`src/rtl/mult_fu.sv`:
```
`default_nettype none
// +----------------------------------------------------------------------------+
// | Module   : mult_fu                                                         |
// | Purpose  : Pipelined RV32M multiply unit with branch-mask squash and a     |
// |            CDB back-pressure stall; optional perf counters under the       |
// |            macro MULT_PERF_CNT_EN.                                         |
// | Revision : 1.0  initial release                                            |
// +----------------------------------------------------------------------------+

`ifndef ROB_LEN
`define ROB_LEN 6
`endif
`ifndef BRAT_SIZE
`define BRAT_SIZE 4
`endif
`ifndef BRAT_LEN
`define BRAT_LEN 2
`endif

module mult_fu #(
  parameter int NUM_STAGES = 4,
  parameter int XLEN       = 32,
  parameter int ROB_LEN    = `ROB_LEN,
  parameter int BRAT_SIZE  = `BRAT_SIZE,
  parameter int BRAT_LEN   = `BRAT_LEN
) (
  input  logic                 clock,
  input  logic                 reset,
  input  logic                 valid_in,
  input  logic [1:0]           func_in,
  input  logic [XLEN-1:0]      opa_in,
  input  logic [XLEN-1:0]      opb_in,
  input  logic [ROB_LEN-1:0]   tag_in,
  input  logic [BRAT_SIZE-1:0] brat_mask_in,
  input  logic [BRAT_SIZE-1:0] brat_mis,
  input  logic                 correct_valid,
  input  logic [BRAT_LEN-1:0]  correct_index,
  input  logic                 cdb_grant,
  output logic                 mul_in_use,
  output logic                 valid_out,
  output logic [XLEN-1:0]      result_out,
  output logic [ROB_LEN-1:0]   tag_out,
  output logic [BRAT_SIZE-1:0] brat_mask_out
`ifdef MULT_PERF_CNT_EN
  ,
  output logic [31:0]          perf_issued,
  output logic [31:0]          perf_done,
  output logic [31:0]          perf_squashed,
  output logic [31:0]          perf_stall
`endif
);

  localparam int c_pw    = 2 * XLEN;
  localparam int c_chunk = c_pw / NUM_STAGES;
  localparam int c_last  = NUM_STAGES - 1;
  localparam logic [c_pw-1:0] c_one        = {{(c_pw-1){1'b0}}, 1'b1};
  // A full-width chunk shifts the one out entirely, and 0 - 1 wraps to all ones.
  localparam logic [c_pw-1:0] c_chunk_mask = (c_one << c_chunk) - c_one;
  localparam logic [1:0] c_fn_mul    = 2'b00;
  localparam logic [1:0] c_fn_mulh   = 2'b01;
  localparam logic [1:0] c_fn_mulhsu = 2'b10;

  logic                 r_valid [NUM_STAGES];
  logic [1:0]           r_func  [NUM_STAGES];
  logic [ROB_LEN-1:0]   r_tag   [NUM_STAGES];
  logic [BRAT_SIZE-1:0] r_mask  [NUM_STAGES];
  logic [c_pw-1:0]      r_opa   [NUM_STAGES];
  logic [c_pw-1:0]      r_opb   [NUM_STAGES];
  logic [c_pw-1:0]      r_psum  [NUM_STAGES];

  logic                 w_src_valid [NUM_STAGES];
  logic [1:0]           w_src_func  [NUM_STAGES];
  logic [ROB_LEN-1:0]   w_src_tag   [NUM_STAGES];
  logic [BRAT_SIZE-1:0] w_src_mask  [NUM_STAGES];
  logic [c_pw-1:0]      w_src_opa   [NUM_STAGES];
  logic [c_pw-1:0]      w_src_opb   [NUM_STAGES];
  logic [c_pw-1:0]      w_src_psum  [NUM_STAGES];
  logic [c_pw-1:0]      w_term      [NUM_STAGES];
  logic                 w_cur_valid [NUM_STAGES];
  logic [BRAT_SIZE-1:0] w_cur_mask  [NUM_STAGES];
  logic                 w_kill      [NUM_STAGES];

  logic                 w_stall;
  logic                 w_accept;
  logic                 w_a_signed;
  logic                 w_b_signed;
  logic [c_pw-1:0]      w_opa_ext;
  logic [c_pw-1:0]      w_opb_ext;
  logic [BRAT_SIZE-1:0] w_clr;

  assign w_stall    = r_valid[c_last] & ~cdb_grant;
  assign mul_in_use = w_stall;
  assign w_accept   = valid_in & ~w_stall;

  assign w_a_signed = (func_in == c_fn_mulh) || (func_in == c_fn_mulhsu);
  assign w_b_signed = (func_in == c_fn_mulh);
  assign w_opa_ext  = {{XLEN{w_a_signed & opa_in[XLEN-1]}}, opa_in};
  assign w_opb_ext  = {{XLEN{w_b_signed & opb_in[XLEN-1]}}, opb_in};

  always_comb begin
    w_clr = '0;
    if (correct_valid)
      w_clr[correct_index] = 1'b1;
  end

  for (genvar k = 0; k < NUM_STAGES; k++) begin : g_stage
    if (k == 0) begin : g_head
      assign w_src_valid[k] = w_accept;
      assign w_src_func[k]  = func_in;
      assign w_src_tag[k]   = tag_in;
      assign w_src_mask[k]  = brat_mask_in;
      assign w_src_opa[k]   = w_opa_ext;
      assign w_src_opb[k]   = w_opb_ext;
      assign w_src_psum[k]  = '0;
    end else begin : g_body
      assign w_src_valid[k] = r_valid[k-1];
      assign w_src_func[k]  = r_func[k-1];
      assign w_src_tag[k]   = r_tag[k-1];
      assign w_src_mask[k]  = r_mask[k-1];
      assign w_src_opa[k]   = r_opa[k-1];
      assign w_src_opb[k]   = r_opb[k-1];
      assign w_src_psum[k]  = r_psum[k-1];
    end

    // The entry that will occupy this stage after the edge: held copy when
    // stalled, upstream neighbour otherwise. Masks are checked on that entry.
    assign w_cur_valid[k] = w_stall ? r_valid[k] : w_src_valid[k];
    assign w_cur_mask[k]  = w_stall ? r_mask[k]  : w_src_mask[k];
    assign w_kill[k]      = w_cur_valid[k] && (|(w_cur_mask[k] & brat_mis));

    assign w_term[k] = (w_src_opa[k] * ((w_src_opb[k] >> (k * c_chunk)) & c_chunk_mask))
                       << (k * c_chunk);
  end

  always_ff @(posedge clock) begin
    if (!reset) begin
      for (int k = 0; k < NUM_STAGES; k++) begin
        r_valid[k] <= 1'b0;
        r_func[k]  <= '0;
        r_tag[k]   <= '0;
        r_mask[k]  <= '0;
        r_opa[k]   <= '0;
        r_opb[k]   <= '0;
        r_psum[k]  <= '0;
      end
    end else begin
      for (int k = 0; k < NUM_STAGES; k++) begin
        r_valid[k] <= w_cur_valid[k] && !w_kill[k];
        r_mask[k]  <= w_cur_mask[k] & ~w_clr;
        if (!w_stall) begin
          r_func[k] <= w_src_func[k];
          r_tag[k]  <= w_src_tag[k];
          r_opa[k]  <= w_src_opa[k];
          r_opb[k]  <= w_src_opb[k];
          r_psum[k] <= w_src_psum[k] + w_term[k];
        end
      end
    end
  end

  assign valid_out     = r_valid[c_last];
  assign tag_out       = r_tag[c_last];
  assign brat_mask_out = r_mask[c_last];
  assign result_out    = (r_func[c_last] == c_fn_mul) ? r_psum[c_last][XLEN-1:0]
                                                      : r_psum[c_last][c_pw-1:XLEN];

`ifdef MULT_PERF_CNT_EN
  logic [31:0] r_perf_issued;
  logic [31:0] r_perf_done;
  logic [31:0] r_perf_squashed;
  logic [31:0] r_perf_stall;
  logic [31:0] w_kill_cnt;

  always_comb begin
    w_kill_cnt = '0;
    for (int k = 0; k < NUM_STAGES; k++)
      w_kill_cnt = w_kill_cnt + {31'd0, w_kill[k]};
  end

  always_ff @(posedge clock) begin
    if (!reset) begin
      r_perf_issued   <= '0;
      r_perf_done     <= '0;
      r_perf_squashed <= '0;
      r_perf_stall    <= '0;
    end else begin
      if (w_accept)
        r_perf_issued <= r_perf_issued + 32'd1;
      if (valid_out && cdb_grant)
        r_perf_done <= r_perf_done + 32'd1;
      r_perf_squashed <= r_perf_squashed + w_kill_cnt;
      if (w_stall)
        r_perf_stall <= r_perf_stall + 32'd1;
    end
  end

  assign perf_issued   = r_perf_issued;
  assign perf_done     = r_perf_done;
  assign perf_squashed = r_perf_squashed;
  assign perf_stall    = r_perf_stall;
`endif

`ifndef SYNTHESIS
  // The RS must withhold issue while the unit is blocked; such an op is dropped.
  a_no_issue_when_busy : assert property (@(posedge clock) disable iff (!reset)
    !(valid_in && mul_in_use))
    else $error("mult_fu: valid_in asserted while mul_in_use");
`endif

endmodule

`default_nettype wire

```
`config.mk`:
```
export PLATFORM = sky130hd
export DESIGN_NAME = mult_fu
export DESIGN_NICKNAME = d
export VERILOG_FILES = /design/src/rtl/mult_fu.sv
export SDC_FILE = /design/constraint.sdc
export NUM_CORES = 2
export LEC_CHECK = 0
export ABC_AREA = 1
export BUFFER_PORTS_ARGS = -buffer_cell sky130_fd_sc_hd__buf_2
export CAP_MARGIN = 20
export CORE_MARGIN = 1
export CORE_UTILIZATION = 65
export CTS_CLUSTER_SIZE = 28
export DETAILED_ROUTE_END_ITERATION = 12
export PLACE_DENSITY = 0.82
export REMOVE_ABC_BUFFERS = 1
export SETUP_SLACK_MARGIN = 0.5
export SLEW_MARGIN = 20
export SYNTH_ARGS = -nofsm -noshare
export SYNTH_HDL_FRONTEND = slang
export SYNTH_SLANG_ARGS = --single-unit
```
`constraint.sdc`:
```
create_clock -name clock -period 13.3 [get_ports clock]
set_input_delay 1.995 -clock clock [delete_from_list [all_inputs] [get_ports clock]]
set_output_delay 1.995 -clock clock [all_outputs]
set_load 0.01 [all_outputs]
```
==> flow_summary.ini <==
[timing]
tightest_pin_transition_ns = 1.13
final_sum_of_negative_setup_slack_ns = 0
setup_viol = 0
fin_worst_skew_ns = 0.0320
finalHoldViolations = 0
rsz0062_at_grt = no
worst_slew_margin_rel = 0.244
slew_violations = 0
timing.fmax_ghz = 0.116
min_period_over_period = 0.646
min_cycle_time_layout_ns = 8.59

[layout]
antennaDiodeCount = 0
final_layout_size_suffix_gt1_frac = 0.0443
final_common_cell = inv_1
highest_count_cells_in_the_layout_ignoring_fill_and_taps = inv_1 (2,378), nand2_1 (1,731), fa_1 (1,268)
seq_area_mm2 = 0.0116
multi_input_area_mm2 = 0.0468
final_net_count = 10004
n_fill_cell = 8345
synth_to_layout_area_growth_pct = 4.26

[setup_path]
critPathMaxStageDelay_ns = 1.03
cp_data_arrival_time_ns = 8.96
worstSetupEndpointType = flip-flop
cp-start-kind = flip-flop
crit_required_ns = 13.67
critical-path-slowest-cell = edfxtp_1
timing.critical_path.mode_cell = inv_1
crit_path_kind = flip-flop to flip-flop
worst-path-max-fanout = 17

[grt]
met2_usage = 0.609
grt_pass1_wl_mm = 303
grt_pass1_vias = 57271
grt_most_used_layer = met2
grt_overflow = 0
antenna_found_initial = 1
use_met1 = 0.475
grt_max_degree = 166
grt_util_met3 = 0.0566
grt_usage = 0.366

[logic_synthesis]
synth_enable_flop_cells = 374
synth.distinct_cells = 58
synth_flop_cell = edfxtp_1
synth-seq-area-share = 0.170
postSynthCellCount = 8342
async_flop_share = 0
netlist_area_mm2 = 0.0686
ys_warn_count = 0
ys_seq_elements = 394
synth.avg_cell_area_um2 = 8.22

[power]
total_switching_power_uw = 9720
internal_power_uw = 6860
power_density_mw_per_mm2 = 232
peak_ir_drop_on_the_vdd_network_uv = 358
p_comb_frac = 0.809
totalPowerFinal_uw = 16600
p_seq_frac = 0.117
clock_power_share = 0.074
power_leakage_uw = 0.0378
netSwitchingFraction = 0.586

[clocking]
cts-root-to-sink-buffers = 3
cts_buffers = 45
post_cts_resized = 0
cts_tree = built
clk_sinks = 394
library_cell_used_as_clock_root_buffer = clkbuf_16
holdBufCountCts = 0
cts_max_level = 2
path_clk_slew_ns = 0.06
cts_post_setup_buffers_inserted = 0
clkLatencyLatePin_ns = 0.63

[drt]
drc = 0
postRouteAntennaNets = 0
drt_first_iter_violations = 4435
drtPass1Iterations = 6
detail_route.wl_per_cell_um = 19.5
num_vias = 53709
vias_per_cell = 5.56
detail_route.wirelength_mm = 189

[run_status]
status = complete, no violations

[placement]
dpl.hpwl_mm = 153
io_buffer_count = 130
gp_routability_congestion = 1.03

[floorplanning]
ios = 131
die_h_um = 327
die_area_mm2 = 0.107
floorplan.die.width_um = 327
initial_utilization = 0.659
core_area_mm2 = 0.104
core.rowCount = 118

[hold_path]
timing.hold.worst.class = flip-flop to flip-flop

[job]
timing.max_cap.violations = 0
final cells by class:
class,instances,area share
inverter,2395,0.126
timing repair buffer,170,0.0135
sequential,394,0.163
clock inverter,32,0.00385
clock buffer,49,0.0160
multi-input combinational,5248,0.654
tap,1380,0.0242
kinds of logic (layout without fill, tap and decap cells):
| logic type | after synthesis | count (layout) | synth area share |
|---|---|---|---|
| xor gates and xnor gates | 113 | 113 | 0.0145 |
| buffers and inverters | 2700 | 2646 | 0.149 |
| adders and majority gates | 1663 | 1663 | 0.442 |
| muxes | 40 | 40 | 0.00642 |
| DFF | 394 | 394 | 0.170 |
| AOI/OAI and AO/OA | 775 | 775 | 0.0646 |
| and+or+nand+nor | 2657 | 2657 | 0.154 |
synthesized netlist by cell type, types with 42 or more instances:
cell type	count	area (µm²)
a21oi_1	359	1800
clkbuf_1	261	980
edfxtp_1	374	11200
fa_1	1268	25400
ha_1	395	4940
inv_1	2378	8930
nand2_1	1733	6500
nand3_1	144	721
nor2_1	644	2420
o21a_1	42	315
o21ai_0	201	1010
xnor2_1	47	412
xor2_1	65	569
worst paths after layout:
path                                  endpoint  cells after the start  slack (ns)    startpoint
worst max-delay path            r_psum[0][127]                     35        4.71  r_opa[0][22]
worst min-delay path              r_mask[1][1]                      2        0.52  r_mask[1][1]
worst max register to register  r_psum[0][127]                     35        4.71  r_opa[0][22]
worst min register to register    r_mask[1][1]                      2        0.52  r_mask[1][1]
critical path: cells and delay by family (launching register included):
family / cells / cell delay, ns
compound gates: 5 / 1.12
xor+xnor: 1 / 0.31
fa+ha+maj: 8 / 3.76
buf+inv: 8 / 0.59
flops: 1 / 1.03
simple gates: 13 / 1.49
layer usage:
metal,share of wire,vias up,wire length (µm)
li1,-,24245,-
met1,0.38,26217,72200
met2,0.48,2700,90400
met3,0.088,545,16600
met4,0.051,2,9670
met5,0.000048,-,9
sequential cells by signal, indices dropped and copies added, names as in the netlist:
| register | cells |
|---|---|
| r_tag | 24 |
| r_valid | 4 |
| r_psum | 242 |
| r_mask | 16 |
| r_opa | 81 |
| r_func | 8 |
| r_opb | 19 |
power groups by stage:
stage	clock network (µW)	registers (µW)	logic (µW)
4_1_cts	1240	1940	13100
2_1_floorplan	0	1920	9170
6_report	1220	1950	13400
5_1_grt	1280	1960	14800
3_3_place_gp	0	1960	12900
3_5_place_dp	0	1970	13000
stage by stage:
stage	area, µm²	hold slack, ns	instances	utilization	setup slack [ns]
6_report	71500	0.521	9668	0.687	4.71
5_1_grt	71500	0.554	9668	0.687	4.43
4_1_cts	71500	0.525	9668	0.687	4.88
3_5_place_dp	70100	0.511	9587	0.673	4.90
3_3_place_gp	70100	0.500	9587	0.673	4.92
2_1_floorplan	67400	0.477	8037	-	0.714
Power figures use the tool's default switching activity.
